[src/rtl/ypipe_ctl.sv]
// ypipe_ctl: five-stage pipeline sequencer with PC, valid chain, hazard scoreboard and interrupt drain.
// Define YPIPE_FWD_EN for EX operand forwarding; otherwise RAW hazards stall until write-through.
module ypipe_ctl #(
  parameter int XLEN   = 32,
  parameter int RW     = 5,
  parameter int ILEN_B = 4
) (
  input  logic            clk,
  input  logic            rst,
  input  logic [XLEN-1:0] entryPoint,
  input  logic            INT,
  input  logic [RW-1:0]   id_rs1,
  input  logic [RW-1:0]   id_rs2,
  input  logic            id_use_rs1,
  input  logic            id_use_rs2,
  input  logic [RW-1:0]   id_rd,
  input  logic            id_regwrite,
  input  logic            id_memread,
  input  logic            ex_redirect,
  input  logic [XLEN-1:0] ex_target,
  output logic [XLEN-1:0] pc,
  output logic            if_valid,
  output logic            id_valid,
  output logic            ex_valid,
  output logic            mem_valid,
  output logic            wb_valid,
  output logic            stall,
  output logic [1:0]      fwd_a,
  output logic [1:0]      fwd_b,
  output logic [XLEN-1:0] epc,
  output logic            int_ack
);
  localparam logic [1:0] RUN = 2'd0, DRAIN = 2'd1, VECTOR = 2'd2;
  logic [1:0] state;
  logic pending, redirect, accept, drained, ex_kill, hazard, hit_ex;
  logic [XLEN-1:0] id_pc;
  logic [RW-1:0] ex_rd, mem_rd;
  logic ex_regwrite, ex_memread, mem_regwrite;
  assign hit_ex = ex_rd != '0 && ((id_use_rs1 && id_rs1 == ex_rd) || (id_use_rs2 && id_rs2 == ex_rd));
  assign redirect = state == RUN && ex_redirect && ex_valid;
  assign stall = hazard && !redirect;
  assign accept = state == RUN && (pending || INT) && !stall;
  assign int_ack = state == VECTOR;
  assign drained = !(ex_valid || mem_valid || wb_valid);
  assign ex_kill = accept || redirect || stall || !id_valid;
`ifdef YPIPE_FWD_EN
  logic [RW-1:0] ex_rs1, ex_rs2, wb_rd;
  logic wb_regwrite, m_ok, w_ok;
  always_ff @(posedge clk) begin
    if (rst) begin
      ex_rs1 <= '0;
      ex_rs2 <= '0;
      wb_rd <= '0;
      wb_regwrite <= 1'b0;
    end else begin
      ex_rs1 <= id_rs1;
      ex_rs2 <= id_rs2;
      wb_rd <= mem_rd;
      wb_regwrite <= mem_regwrite;
    end
  end
  assign m_ok = mem_valid && mem_regwrite && mem_rd != '0;
  assign w_ok = wb_valid && wb_regwrite && wb_rd != '0;
  assign fwd_a = (m_ok && mem_rd == ex_rs1) ? 2'b01 : (w_ok && wb_rd == ex_rs1) ? 2'b10 : 2'b00;
  assign fwd_b = (m_ok && mem_rd == ex_rs2) ? 2'b01 : (w_ok && wb_rd == ex_rs2) ? 2'b10 : 2'b00;
  assign hazard = id_valid && ex_valid && ex_memread && hit_ex;
`else
  logic hit_mem;
  assign hit_mem = mem_rd != '0 && ((id_use_rs1 && id_rs1 == mem_rd) || (id_use_rs2 && id_rs2 == mem_rd));
  assign fwd_a = 2'b00;
  assign fwd_b = 2'b00;
  // a load always targets rd, so it counts as a writer even if regwrite is dropped
  assign hazard = id_valid && ((ex_valid && (ex_regwrite || ex_memread) && hit_ex) ||
                               (mem_valid && mem_regwrite && hit_mem));
`endif
  always_ff @(posedge clk) begin
    if (rst) begin
      pc <= entryPoint;
      {if_valid, id_valid, ex_valid, mem_valid, wb_valid} <= '0;
      state <= RUN;
      pending <= 1'b0;
      epc <= '0;
      id_pc <= '0;
      ex_rd <= '0;
      ex_regwrite <= 1'b0;
      ex_memread <= 1'b0;
      mem_rd <= '0;
      mem_regwrite <= 1'b0;
    end else begin
      pc <= int_ack ? entryPoint : redirect ? ex_target : (stall || !if_valid) ? pc : pc + XLEN'(ILEN_B);
      if_valid <= int_ack || (state == RUN && !accept);
      id_valid <= (accept || redirect) ? 1'b0 : stall ? id_valid : if_valid;
      if (!stall) id_pc <= pc;
      ex_valid <= !ex_kill;
      ex_rd <= id_rd;
      ex_regwrite <= !ex_kill && id_regwrite;
      ex_memread <= !ex_kill && id_memread;
      mem_valid <= ex_valid;
      mem_rd <= ex_rd;
      mem_regwrite <= ex_regwrite;
      wb_valid <= mem_valid;
      state <= accept ? DRAIN : state == DRAIN ? (drained ? VECTOR : DRAIN) : RUN;
      pending <= int_ack ? 1'b0 : state == RUN ? (pending || INT) : pending;
      if (accept) epc <= redirect ? ex_target : id_valid ? id_pc : pc;
    end
  end
endmodule
[config.mk]
export PLATFORM = sky130hd
export DESIGN_NAME = ypipe_ctl
export DESIGN_NICKNAME = d
export VERILOG_FILES = /design/src/rtl/ypipe_ctl.sv
export SDC_FILE = /design/constraint.sdc
export NUM_CORES = 1
export LEC_CHECK = 0
export ABC_AREA = 1
export BUFFER_PORTS_ARGS = -buffer_cell sky130_fd_sc_hd__buf_2
export CAP_MARGIN = 10
export CORE_MARGIN = 4
export CORE_UTILIZATION = 30
export CTS_CLUSTER_DIAMETER = 30
export CTS_CLUSTER_SIZE = 14
export DETAILED_ROUTE_END_ITERATION = 7
export GPL_TIMING_DRIVEN = 0
export PLACE_DENSITY = 0.54
export RECOVER_POWER = 25
export SETUP_SLACK_MARGIN = 0.4
export SYNTH_ARGS = -nofsm -noshare
export SYNTH_HDL_FRONTEND = slang
export SYNTH_SLANG_ARGS = --single-unit
[constraint.sdc]
create_clock -name clk -period 2.9 [get_ports clk]
set_input_delay 0.58 -clock clk [delete_from_list [all_inputs] [get_ports clk]]
set_output_delay 0.58 -clock clk [all_outputs]
set_load 0.05 [all_outputs]
### Yosys cells after proc, flatten, opt, wreduce, memory -nomap -nowiden

Cells that the tools add are included.

| word-level totals | value |
|---|---|
| output and inout port bits | 75 |
| word-level logic and storage cells | 77 |
| input bits | 87 |
| bits in registers | 117 |

| operators by class | value |
|---|---|
| add/sub/neg operators | 1 |
| reduce and logical (&&, ||, !) cells | 43 |
| eq/ne operators | 7 |
| muxes and demuxes | 9 |
| bitwise gates (word level) | 1 |

Operators by type and width:

| operator | number |
|---|---|
| two-way mux 32 bit | 6 |
| adder 32 x 3 -> 32 bit, second input constant | 1 |
| == test 5 bit | 4 |
| logical AND 1 bit | 19 |
| logical OR 1 bit | 12 |
| nonzero test 5 bit | 2 |
| logical NOT 1 bit | 6 |
| inequality test 4 bit, second input constant | 1 |
| OR reduction 2 bit | 2 |
| OR reduction 3 bit | 1 |
| == test 2 x 1 -> 1 bit, second input constant | 1 |
| == test 2 bit, second input constant | 1 |
| logical NOT 2 bit | 1 |
| two-way mux 1 bit | 2 |
| two-way mux 2 bit | 1 |
| NOT 1 bit | 1 |

### Depth between registers and ports, before layout

Gate-level depths: netlist (run 1).

| depth | value |
|---|---|
| word-level depth | 15 |
| gate-level depth with buffers | 13 |
| mapped depth without buffers | 12 |

### Worst setup path before layout (run 1)

No wires, ideal clock.

| timing path | value |
|---|---|
| kind | flip-flop to flip-flop |
| start point | reg state[1] |
| end point | reg pc[10], enable pin |
| cell stages (with the launch flop) | 8 |
| path slack | 0.248 ns |
| required time | 2.513 ns |
| setup time | 0.387 ns |
| path buffers | 1 |
| arrival | 2.265 ns |
| period minus slack after synthesis | 2.652 ns |
| path through | dfxtp_1 inv_1 nor2_1 nor2_4 inv_2 nor2_4 buf_2 nand2_1 |

| between the ends | value |
|---|---|
| elaborated cells on any way between the ends | 8 |
| those cells by class | eq/ne (2); reduce/logical (6) |

RTL lines:

| what | line | RTL |
|---|---|---|
| from (decl) | 34 | `logic [1:0] state;` |
| from (signal assigned) | 102 | `state <= accept ? DRAIN : state == DRAIN ? (drained ? VECTOR : DRAIN) : RUN;` |
| == test 2 bit | 43 | `assign int_ack = state == VECTOR;` |
| net int_ack | 31 | `output logic int_ack` |
| inequality test 4 bit (no line) | - |  |
| to (signal assigned) | 78 | `pc <= entryPoint;` |
| to (signal assigned) | 90 | `pc <= int_ack ? entryPoint : redirect ? ex_target : (stall \|\| !if_valid) ? pc : pc + XLEN'(ILEN_B);` |
| to (decl) | 21 | `output logic [XLEN-1:0] pc,` |

The timed path passes the listed nets, and every way through them passes these cells.
A chain may end at the register's enable or synchronous reset.

### Worst setup path after layout (run 1)

| timing path | value |
|---|---|
| start point | reg state[0] |
| end point | out stall |

| between the ends | value |
|---|---|
| word-level cells in the longest chain between the ends | 5 |

Ends and longest elaborated chain:

| what | line | RTL |
|---|---|---|
| logical NOT 2 bit | 40 | `assign redirect = state == RUN && ex_redirect && ex_valid;` |
| logical AND 1 bit (2 in series) | 40 |  |
| logical NOT 1 bit | 41 | `assign stall = hazard && !redirect;` |
| logical AND 1 bit | 41 |  |
| to (decl) | 27 | `output logic stall,` |

No other way between the ends.

==> flow_metrics.env, run 1 <==
export IMPL_synth_adder_area_share_pct=0.190
export IMPL_gp_congestion=0.868
export IMPL_cts_sinks=117
export IMPL_yosys_warnings=0
export IMPL_combPwrFrac_pct=28.4
export IMPL_ant_nets=0
export IMPL_dieArea_mm2=0.0243
export IMPL_final_cell_area_mm2=0.00834
export IMPL_outcome="finished, final reports clean"
export IMPL_setup_violations=0
export IMPL_die_w_um=156
export IMPL_swShare_pct=37.6
export IMPL_routedWlPerCell_um=17.0
export IMPL_seq_area_frac_synth_pct=40.5
export IMPL_grt_usage_pct=19.7
export IMPL_r2r_start="state[0]"
export IMPL_rsz0062_at_grt="true"
export IMPL_hpwl_um=18300
export IMPL_fin_cells=1427
export IMPL_htree_num_levels=4
export IMPL_pwr_share_seq_pct=36.7
export IMPL_p_int_uw=3570
export IMPL_clockRootBuffer="clkbuf_16"
export IMPL_slew_violations=0
export IMPL_skew_ns=0.0108
export IMPL_required_ns=2.32
export IMPL_num_fill_cells=2306
export IMPL_synth_simple_area_share_pct=30.2
export IMPL_drc=0
export IMPL_peakVddDrop_uv=394
export IMPL_die_height_um=156
export IMPL_synth_area_mm2=0.00657
export IMPL_hold_path_class="primary input to register"
export IMPL_firstDrtPassIters=6
export IMPL_finalCritPeriodShare_pct=85.4
export IMPL_synth_compound_area_share_pct=15.2
export IMPL_r2r_end="pc[28]"
export IMPL_cp_max_fo=9
export IMPL_clock_latency_ns=0.43
export IMPL_dp_cells=1388
export IMPL_grt_pass1_wl_um=36700
export IMPL_nNetsFinal=1229
export IMPL_clkTransAtPathRegs_ns=0.06
export IMPL_drtIter0Drc=564
export IMPL_cts_tree="done"
export IMPL_seqCellArea_mm2=0.00267
export IMPL_hold_end="ex_rd[0]"
export IMPL_design_core_area_mm2=0.0213
export IMPL_power_switching_uw=2150
export IMPL_tns_ns=0
export IMPL_synthXorXnorAreaFrac_pct=2.40
export IMPL_routed_via_density=4.84
export IMPL_n_antenna_cell=0
export IMPL_r2r_slack_ns=0.55
export IMPL_clk_path_buf_depth=2
export IMPL_hold_violations=0
export IMPL_syn_inst=954
export IMPL_cts_made_buffers=17
export IMPL_dpl_cell_area_mm2=0.00771
export IMPL_min_period_ns=2.48
export IMPL_cp_end_kind="output port"
export IMPL_holdCritStartpoint="id_rd[0]"
export IMPL_io_pins=162
export IMPL_routed_wl_um=24300
export IMPL_grt_max_degree=31
export IMPL_startpoint="state[0]"
export IMPL_crit_arrival_ns=1.90
export IMPL_port_buffers=156
export IMPL_antenna_found_initial=0
export IMPL_netlist_cell_type_count=37
export IMPL_synthMuxAreaShare_pct=0
export IMPL_multiInputGateArea_mm2=0.00318
export IMPL_start_util_pct=30.9
export IMPL_startpoint_type="register"
export IMPL_avgSynthCellArea_um2=6.89
export IMPL_synth_seq_cells=117
export IMPL_cap_violations=0
export IMPL_power_density_mw_per_mm2=685
export IMPL_area_delta_synth_final_pct=26.8
export IMPL_overflow=0
export IMPL_drive_gt1_share_pct=20.4
export IMPL_maxSlewHeadroom_pct=47.0
export IMPL_leakage_uw=0.00402
export IMPL_vias=6907
export IMPL_r2r_cells=9
export IMPL_rows=53
export IMPL_p_clk_share_pct=34.9
export IMPL_grt_pass1_vias=6575
export IMPL_critical_path_class="register to output port"
export IMPL_worstMarginPinSlew_ns=0.795
export IMPL_synth_top_family_by_area="simple AND/OR/NAND/NOR gates"
export IMPL_holdPathStages=3
export IMPL_clock_fmax_mhz=404
-- metal layers --
layer / up-vias / track usage (%) / routed length (um)
met5: - / 0 / 0
met1: 3157 / 27.1 / 11200
li1: 3433 / - / -
met2: 272 / 30.1 / 10500
met3: 45 / 3.91 / 1760
met4: 0 / 8.00 / 765
-- per-stage QoR --
step	utilization (%)	worst slack [ns]	hold WS (ns)	power, uW
final	39.2	0.423	0.351	5710
after global routing	39.2	0.331	0.347	5980
after detailed placement	36.2	-0.0705	0.411	3760
after global placement	36.2	-0.0892	0.413	3750
after floorplan	-	0.617	0.403	3270
after CTS	39.1	0.361	0.342	5750
-- sequential cells by signal (all words and copies together) (netlist names), 2 cells and up --
signal / cells
epc: 32
id_pc: 32
pc: 32
ex_rd: 5
mem_rd: 5
state: 2
-- synth_stat cells --
library cell,instances,area share (%)
clkbuf_1,24,1.4
ha_1,1,0.19
nor2_4,5,0.86
nand4_2,1,0.19
nor3_2,2,0.30
nor3_4,1,0.25
a21oi_2,9,1.2
xor2_1,18,2.4
nand3b_1,1,0.11
nand2_4,1,0.17
nor4_1,1,0.095
o211ai_1,14,1.6
buf_1,2,0.11
buf_4,9,1.0
inv_1,109,6.2
nand2_1,201,11
buf_6,6,1.0
o311ai_0,2,0.27
nand3_4,1,0.27
nor2_1,168,9.6
and3_1,1,0.095
buf_2,15,1.1
nand2_2,3,0.29
nand3_2,1,0.15
dfxtp_1,85,26
nor3_1,22,1.7
o21ai_1,6,0.46
conb_1,1,0.057
o31ai_1,14,1.6
nand3_1,47,3.6
a21oi_1,40,3.0
nand4_1,8,0.76
o221ai_1,3,0.40
nor2_2,3,0.29
edfxtp_1,32,15
inv_2,10,0.57
o21ai_0,87,6.6
-- layout make-up --
class,instances,area share (%)
Clock inverter,8,0.525
Buffer,56,3.83
Tap cell,275,4.13
Clock buffer,22,6.08
Sequential cell,117,32.1
Inverter,119,5.42
Timing Repair Buffer,165,9.82
Multi-Input combinational cell,665,38.1
-- worst max-delay path: stages (launching register included) --
cell	delay, ns
dfxtp_1	0.34
nor2_2	0.17
nand3_4	0.19
inv_1	0.22
nor2_1	0.11
nand2_4	0.12
inv_6	0.05
buf_12	0.13
buf_12	0.14
-- cell usage in the layout, fill, tap and decap left out, types with 14 or more instances in the layout --
| cell type | synthesis | final |
|---|---|---|
| a21oi_1 | 40 | 40 |
| edfxtp_1 | 32 | 32 |
| o211ai_1 | 14 | 14 |
| buf_2 | 15 | 133 |
| nor3_1 | 22 | 22 |
| buf_4 | 9 | 17 |
| nand2_1 | 201 | 199 |
| xor2_1 | 18 | 18 |
| nand3_1 | 47 | 47 |
| inv_1 | 109 | 110 |
| nor2_1 | 168 | 167 |
| clkbuf_1 | 24 | 62 |
| dfxtp_1 | 85 | 76 |
| o21ai_0 | 87 | 87 |
| clkbuf_16 | 0 | 19 |
| o31ai_1 | 14 | 14 |
-- cell families after synthesis --
kind of cell / count (synthesis)
AND/OR/NAND/NOR: 467
XOR/XNOR: 18
flip-flops: 117
other: 1
AO/OA/AOI/OAI: 175
buffers and inverters: 175
adder cells (fa/ha/maj): 1
-- how the worst max path moves through the flow --
stage	endpoint	slack (ns)	cells after the start
final	stall	0.42	8
after global placement	pc[11]	-0.09	6
after floorplan	pc[10]	0.62	8
after detailed placement	pc[9]	-0.07	6
after CTS	stall	0.36	12
after global routing	stall	0.33	8
-- what timing repair did --
action	CTS	global route
resized for setup	11	10
setup buffers	3	6
hold buffers	0	0
endpoints found under the setup margin	31	1
gates cloned	0	0
pin swaps	1	6
-- power by group through the flow --
stage               logic (uW)  clock network [uW]  registers [uW]
floorplan                  689                   0            2580
global placement          1630                   0            2120
detailed placement        1630                   0            2130
CTS                       1640                2020            2090
global route              1770                2080            2120
finish                    1620                1990            2100
(Power assumes the default switching activity.)
==> run 2, diff against run 1 <==
--- a/config.mk
+++ b/config.mk
@@ -14,6 +14,7 @@
 export CTS_CLUSTER_SIZE = 14
 export DETAILED_ROUTE_END_ITERATION = 7
 export GPL_TIMING_DRIVEN = 0
+export HOLD_SLACK_MARGIN = 0.12
 export PLACE_DENSITY = 0.54
 export RECOVER_POWER = 25
 export SETUP_SLACK_MARGIN = 0.4
==> constraint.sdc (replaced) <==
create_clock -name clk -period 2.3 [get_ports clk]
set_input_delay 0.46 -clock clk [delete_from_list [all_inputs] [get_ports clk]]
set_output_delay 0.46 -clock clk [all_outputs]
set_load 0.05 [all_outputs]
==> flow_metrics.env, run 2 (synthesized netlist as in run 1, its figures left out) <==
export IMPL_grt_pass1_vias=6694
export IMPL_die_height_um=156
export IMPL_grt_max_degree=17
export IMPL_tns_ns=0
export IMPL_layout_setup_ws_ns=0.0707
export IMPL_io_pins=162
export IMPL_clk_path_buf_depth=2
export IMPL_clock_latency_ns=0.43
export IMPL_grt_pass1_wl_um=37400
export IMPL_overflow=0
export IMPL_routed_wl_um=25900
export IMPL_hold_path_class="primary input to register"
export IMPL_hold_violations=0
export IMPL_cp_end_kind="output port"
export IMPL_routed_via_density=4.90
export IMPL_htree_num_levels=4
export IMPL_startpoint_type="register"
export IMPL_vias=7222
export IMPL_holdWs_ns=0.227
export IMPL_ant_nets=0
export IMPL_die_w_um=156
export IMPL_dieArea_mm2=0.0243
export IMPL_final_common_cell="nand2_1"
export IMPL_pre_cts_ws_ns=-0.496
export IMPL_cap_violations=0
export IMPL_design_core_area_mm2=0.0213
export IMPL_dp_cells=1388
export IMPL_outcome="finished, final reports clean"
export IMPL_slew_violations=0
export IMPL_start_util_pct=30.9
export IMPL_maxSlewHeadroom_pct=42.7
export IMPL_required_ns=1.84
export IMPL_n_antenna_cell=0
export IMPL_cts_sinks=117
export IMPL_drtIter0Drc=589
export IMPL_cts_made_buffers=17
export IMPL_drive_gt1_share_pct=30.4
export IMPL_fin_cells=1475
export IMPL_finalCritPeriodShare_pct=96.9
export IMPL_hpwl_um=18400
export IMPL_cts_tree="done"
export IMPL_setup_violations=0
export IMPL_crit_arrival_ns=1.77
export IMPL_routedWlPerCell_um=17.5
export IMPL_rows=53
export IMPL_worstMarginPinSlew_ns=0.860
export IMPL_antenna_found_initial=0
export IMPL_grt_usage_pct=20.1
export IMPL_cp_max_fo=4
export IMPL_area_delta_synth_final_pct=43.3
export IMPL_postCtsHoldBufs=0
export IMPL_power_density_mw_per_mm2=808
export IMPL_top_regs="epc: 32 flops, id_pc: 32 flops, pc: 32 flops"
export IMPL_firstDrtPassIters=5
export IMPL_leakage_uw=0.00450
export IMPL_clockRootBuffer="clkbuf_16"
export IMPL_critical_path_class="register to output port"
export IMPL_peakVddDrop_uv=470
export IMPL_nNetsFinal=1275
export IMPL_drc=0
export IMPL_gp_congestion=0.857
export IMPL_clock_fmax_mhz=449
export IMPL_clkTransAtPathRegs_ns=0.06
export IMPL_layout_common_cells="nand2_1 (192), nor2_1 (161), buf_2 (126), inv_1 (104), dfxtp_1 (78)"
export IMPL_num_fill_cells=2204
export IMPL_min_period_ns=2.23
export IMPL_skew_ns=0.00824
export IMPL_port_buffers=156
export IMPL_rsz0062_at_grt="true"
-- run 2: changes by cell type in the layout (fill, tap and decap cells not counted), sizes merged --
cell / delta
nand2: +3
buf: +39
clkbuf: +5
clkinv: +1
inv: -1
clkinvlp: +1
-- run 2: layout make-up --
class / count / area [um2] / share of cell area, %
Multi-Input combinational cell: 668 / 3630 / 38.5
Inverter: 119 / 458 / 4.86
Timing Repair Buffer: 208 / 1300 / 13.8
Clock buffer: 23 / 522 / 5.54
Buffer: 56 / 425 / 4.52
Sequential cell: 117 / 2680 / 28.4
Tap cell: 275 / 344 / 3.65
Clock inverter: 9 / 60.1 / 0.638
-- run 2: timing repair --
| action | CTS | global route |
|---|---|---|
| pin swaps | 17 | 35 |
| endpoints found under the hold margin | 0 | 0 |
| setup buffers | 18 | 26 |
| gates resized for setup | 50 | 156 |
| setup endpoints to repair | 55 | 123 |
| gates cloned | 5 | 6 |
-- run 2: layer usage --
metal | global-route usage, % | part of all wire, %
met1 | 26.8 | 44
met3 | 4.36 | 8.0
met2 | 32.4 | 46
met4 | 6.92 | 2.7
met5 | 0 | 0
-- run 2: final timing paths --
check,end,slack (ns),start,depth (start not counted)
max,stall,0.07,ex_rd[1],12
min,ex_rd[2],0.23,id_rd[2],3
max reg2reg,pc[24],0.11,ex_rd[1],16
min reg2reg,mem_regwrite,0.42,ex_regwrite,2
-- run 2: report_power, final --
| part | total (uW) | internal (uW) | switching (uW) |
|---|---|---|---|
| Combinational | 2310 | 691 | 1620 |
| Sequential | 2660 | 2410 | 257 |
| Clock | 2640 | 1600 | 1030 |
-- run 2: through the flow --
stage               util (%)  total power, uW  instance area [um2]
finish                  44.2             7610                 9420
floorplan                  -             4130                 6640
detailed placement      36.5             4750                 7760
CTS                     40.8             7460                 8690
global placement        36.5             4740                 7760
global route            44.2             7940                 9420
-- run 2: critical path, cell delays in order (launching register included) --
cell,delay (ns)
dfxtp_2,0.35
inv_2,0.06
nand2_1,0.05
nand2_1,0.05
nor2_1,0.12
nand3_2,0.09
nand2_1,0.07
nand2_1,0.07
nand2_2,0.11
nand2_4,0.07
clkinv_4,0.06
buf_8,0.09
buf_8,0.14
